--- src/rtl/if_stage.sv ---
// Instruction-fetch stage: owns the PC, fetches from a 1-cycle-latency
// instruction SRAM and hands {inst, pc} to decode.
//
// Handshake: fs_to_ds_valid/ds_allowin form a valid/allowin pair. The
// instruction on if_id_bus_out is consumed by decode on a posedge where both
// fs_to_ds_valid and ds_allowin are 1. While fs_to_ds_valid=1 and ds_allowin=0
// the bus holds steady (the stall buffer keeps the SRAM word alive).
module if_stage #(
    parameter logic [31:0] RESET_PC = 32'h0000_0000
) (
    input  logic        clk,
    input  logic        rst_n,
    input  logic        ds_allowin,
    output logic        fs_to_ds_valid,
    output logic [63:0] if_id_bus_out,
    input  logic        br_jmp_flag,
    input  logic [31:0] br_target,
    input  logic        trap_flag,
    input  logic [31:0] trap_target,
    output logic        inst_sram_en,
    output logic [31:0] inst_sram_addr,
    input  logic [31:0] inst_sram_rdata
);

    logic        pf_valid;
    logic        fs_valid;
    logic [31:0] fs_pc;
    logic        buf_valid;
    logic [31:0] inst_buf;

    logic        redirect;
    logic        fs_ready_go;
    logic        fs_allowin;
    logic        capture;
    logic [31:0] nextpc;
    logic [31:0] inst;

    assign redirect    = trap_flag | br_jmp_flag;
    assign fs_ready_go = 1'b1;
    assign fs_allowin  = !fs_valid || ds_allowin || redirect;

    // Stall begins: the SRAM word is only on rdata this cycle, so keep it.
    assign capture = fs_valid && !ds_allowin && !buf_valid && !redirect;

    // Next PC: trap beats branch, otherwise sequential (32-bit wrap).
    always_comb begin
        nextpc = fs_pc + 32'd4;
        if (trap_flag) begin
            nextpc = trap_target;
        end else if (br_jmp_flag) begin
            nextpc = br_target;
        end
    end

    assign inst_sram_en   = pf_valid && fs_allowin;
    assign inst_sram_addr = {nextpc[31:2], 2'b00};

    assign inst           = buf_valid ? inst_buf : inst_sram_rdata;
    assign fs_to_ds_valid = fs_valid && fs_ready_go && !redirect;
    assign if_id_bus_out  = fs_to_ds_valid ? {inst, fs_pc} : 64'd0;

    // Pre-fetch gate: fetching starts one cycle after reset release.
    always_ff @(posedge clk or negedge rst_n) begin
        if (!rst_n) begin
            pf_valid <= 1'b0;
        end else begin
            pf_valid <= 1'b1;
        end
    end

    // PC register and fetch-stage valid advance on every issued fetch.
    always_ff @(posedge clk or negedge rst_n) begin
        if (!rst_n) begin
            fs_valid <= 1'b0;
            fs_pc    <= RESET_PC - 32'd4;
        end else if (inst_sram_en) begin
            fs_valid <= 1'b1;
            fs_pc    <= nextpc;
        end
    end

    // One-entry stall buffer; any new fetch (accept or redirect) empties it.
    always_ff @(posedge clk or negedge rst_n) begin
        if (!rst_n) begin
            buf_valid <= 1'b0;
            inst_buf  <= 32'd0;
        end else if (inst_sram_en) begin
            buf_valid <= 1'b0;
        end else if (capture) begin
            buf_valid <= 1'b1;
            inst_buf  <= inst_sram_rdata;
        end
    end

endmodule

--- config.mk ---
export PLATFORM = sky130hd
export DESIGN_NAME = if_stage
export DESIGN_NICKNAME = d
export VERILOG_FILES = /design/src/rtl/if_stage.sv
export SDC_FILE = /design/constraint.sdc
export NUM_CORES = 1
export LEC_CHECK = 0
export CORE_ASPECT_RATIO = 0.8
export CORE_MARGIN = 2
export CORE_UTILIZATION = 45
export CTS_BUF_LIST = sky130_fd_sc_hd__clkbuf_2 sky130_fd_sc_hd__clkbuf_4 sky130_fd_sc_hd__clkbuf_8
export DETAILED_ROUTE_END_ITERATION = 10
export GPL_TIMING_DRIVEN = 1
export PLACE_DENSITY = 0.82
export SLEW_MARGIN = 5
export SYNTH_ARGS = -nofsm -noshare
export SYNTH_HDL_FRONTEND = slang
export SYNTH_SLANG_ARGS = --single-unit
--- constraint.sdc ---
create_clock -name clk -period 3.25 [get_ports clk]
set_input_delay 0.4875 -clock clk [delete_from_list [all_inputs] [get_ports clk]]
set_output_delay 0.4875 -clock clk [all_outputs]
set_load 0.05 [all_outputs]
==> results.py <==
metrics = {
    "sta": {
        "drv_slew": 0,
        "finalCriticalPeriod_ns": 3.20,
        "post-route-period-util_pct": 98.4,
        "worstMarginPinSlew_ns": 0.988,
        "maxSlewHeadroom_pct": 34.1,
        "rsz0062_at_grt": "yes",
        "fmax_mhz": 313,
        "fin_skew_ns": 0.00729,
        "final_hold_viol_count": 0,
        "finalSetupViolations": 0,
        "setup-tns-final_ns": 0,
    },
    "global_routing": {
        "antenna_found_initial": 0,
        "grt_pass1_vias": 4723,
        "grt_pass1_wl_mm": 25.4,
        "grt_util_all_layers_pct": 28.5,
        "gr-total-overflow": 0,
        "grt_max_degree": 43,
    },
    "synthesis": {
        "syn-cell-area_um2": 4810,
        "ys_seq_elements": 67,
        "ys_warn_count": 0,
        "synthArstFlopShare_pct": 100,
        "yosysTopAreaCell": "dfrtp_1",
        "syn_area_per_cell_um2": 8.97,
        "yosysSeqAreaShare_pct": 35.6,
        "synthCells": 537,
        "synth_area_leaders": "dfrtp_1 (19%), dfstp_2 (16%), mux2_2 (8.9%), mux2i_1 (6.9%), buf_4 (5.1%)",
        "ys.flop_type": "dfrtp_1",
        "netlist-cell-type-count": 46,
        "synth_edf_count": 0,
        "yosys.area.top_type_share_pct": 19.2,
    },
    "setup_path": {
        "start_kind": "register",
        "path_class": "register to output pin",
        "arrival_ns": 2.71,
        "worst-path-buf-inv": 1,
        "cpPeakStageDelay_ns": 0.61,
        "cp_slowest_cell": "dfstp_2",
        "cp_max_fo": 4,
        "crit_chain": "nand3_4 > or4_4 > or4_4 > xnor2_1 > o21ai_2 > buf_12",
        "crit_top_cell": "or4_4",
        "crit_required_ns": 2.76,
        "end_kind": "output pin",
        "critPathTopFamily": "simple AND/OR/NAND/NOR gates",
    },
    "route": {
        "num_vias": 4773,
        "via_per_inst": 5.67,
        "drtPass1Iterations": 7,
        "ant_nets": 0,
        "drc": 0,
        "wl_per_cell_um": 19.5,
        "wirelength_mm": 16.4,
        "drtIter0Drc": 394,
    },
    "layout": {
        "nets": 799,
        "final_cell_area_um2": 7910,
        "layout_common_cells": "clkdlybuf4s50_1 (99), buf_12 (96), nor2_1 (59)",
        "layout_commonest_cell": "clkdlybuf4s50_1",
        "final_core_util_pct": 76.6,
        "num_antenna_cells": 0,
        "drive_above_1_share_pct": 32.2,
        "syn_to_final_growth_pct": 64.3,
    },
    "power_and_ir_drop": {
        "vdd_drop_max_v": 0.000305,
        "powerDensity_nw_per_um2": 414,
        "total_power_w": 0.00328,
        "p_leak_nw": 3.19,
    },
    "clocking": {
        "cts_tree": "done",
        "cts_hold_buffers": 0,
        "clock_path_buffers": 2,
        "clockRootBuffer": "clkbuf_8",
        "cts-htree-levels": 3,
        "clock-sinks": 67,
        "cts_buffers": 9,
        "path_clk_slew_ns": 0.08,
        "clock_latency_ns": 0.36,
    },
    "floorplanning": {
        "die_w_um": 120,
        "start_util_pct": 46.6,
        "die_h_um": 96.5,
        "coreArea_um2": 10300,
        "ioPinCount": 199,
        "fp-row-count": 33,
        "die-area_um2": 11500,
    },
    "hold_path": {
        "hp-class": "primary input to async pin",
    },
    "run_status": {
        "outcome": "finished, final reports clean",
    },
    "place": {
        "place_area_um2": 7600,
        "portBuffers": 196,
        "dp_hpwl_mm": 12.2,
        "place.gp.congestion": 0.960,
    },
    "flow_run": {
        "cap_violations": 0,
    },
}
==> final cells by class <==
class | count | area, um^2
Timing Repair Buffer | 218 | 3080
Sequential cell | 67 | 1720
Multi-Input combinational cell | 386 | 2680
Clock buffer | 10 | 131
Clock inverter | 6 | 66.3
Tap cell | 140 | 175
Inverter | 15 | 56.3
Fill cell | 681 | 2410
==> kinds of logic after synthesis <==
kind of cell             count (synthesis)  share of synthesized area, %
multiplexers                            71                          15.7
XOR/XNOR                                27                          4.91
AND/OR/NAND/NOR                        153                          15.6
buffers and inverters                   85                          10.4
AO/OA/AOI/OAI                          131                          17.4
other                                    2                         0.156
flip-flops                              67                          35.6
adder cells (fa/ha/maj)                  1                         0.260
==> state kept, by name, indices dropped and copies added, names as in the netlist <==
signal,count
inst_buf,32
pf_valid,1
fs_pc,32
fs_valid,1
buf_valid,1
==> report_power, final <==
part	switching, W	total [W]	internal (W)
Combinational	0.000688	0.00137	0.000683
Sequential	0.000159	0.00119	0.00103
Clock	0.000346	0.000710	0.000364
==> stage by stage <==
stage | worst slack (ns) | hold WS (ns) | std cells
after floorplan | 0.525 | 0.192 | 538
after global placement | 0.177 | 0.463 | 820
after detailed placement | 0.0537 | 0.466 | 820
after CTS | 0.00493 | 0.125 | 836
after global routing | -0.0867 | 0.151 | 842
final | 0.0513 | 0.118 | 842
==> worst register-to-register path, cell delays in order, from the launching register on <==
cell	delay, ns
dfstp_2	0.61
nand3_4	0.11
or4_4	0.58
or4_4	0.57
o31a_1	0.25
o22ai_1	0.15
==> path summary, 6_finish.rpt <==
kind | slack, ns | endpoint | startpoint | cells after the start
min | 0.12 | inst_buf[30]$_DFFE_PN0P_ | rst_n | 1
max in group asynchronous | 2.14 | buf_valid$_DFFE_PN0P_ | rst_n | 2
max reg2reg | 0.91 | fs_pc[28]$_DFFE_PN1P_ | fs_pc[17]$_DFFE_PN1P_ | 5
min reg2reg | 0.48 | fs_pc[1]$_DFFE_PN0P_ | fs_pc[1]$_DFFE_PN0P_ | 2
max | 0.05 | inst_sram_addr[28] | fs_pc[17]$_DFFE_PN1P_ | 6
min in group clk | 0.48 | fs_pc[1]$_DFFE_PN0P_ | fs_pc[1]$_DFFE_PN0P_ | 2
==> synthesized netlist by cell type (all sizes together) (5+ instances only) <==
master,instances
a21boi,6
dfstp,30
mux2i,33
nand4,6
a22oi,26
dfrtp,37
nand3,12
nor3,5
nand2,28
a21oi,18
o22ai,12
nor2,60
inv,15
o2bb2ai,6
o21ai,45
o31a,11
xnor2,24
buf,40
mux2,38
and3,25
clkbuf,30
==> what timing repair did <==
action | in CTS | in global routing
resized for setup | 3 | 13
buffers inserted | 0 | 6
setup endpoints to repair | 2 | 23
pin swaps | 0 | 1
==> per-layer routing <==
metal | global-route usage (%) | wire length [um]
met1 | 35.5 | 6670
met2 | 47.3 | 7930
met3 | 9.92 | 1520
met4 | 8.14 | 295
met5 | 0 | 0
Note: power is estimated with default switching activity, not from simulation.
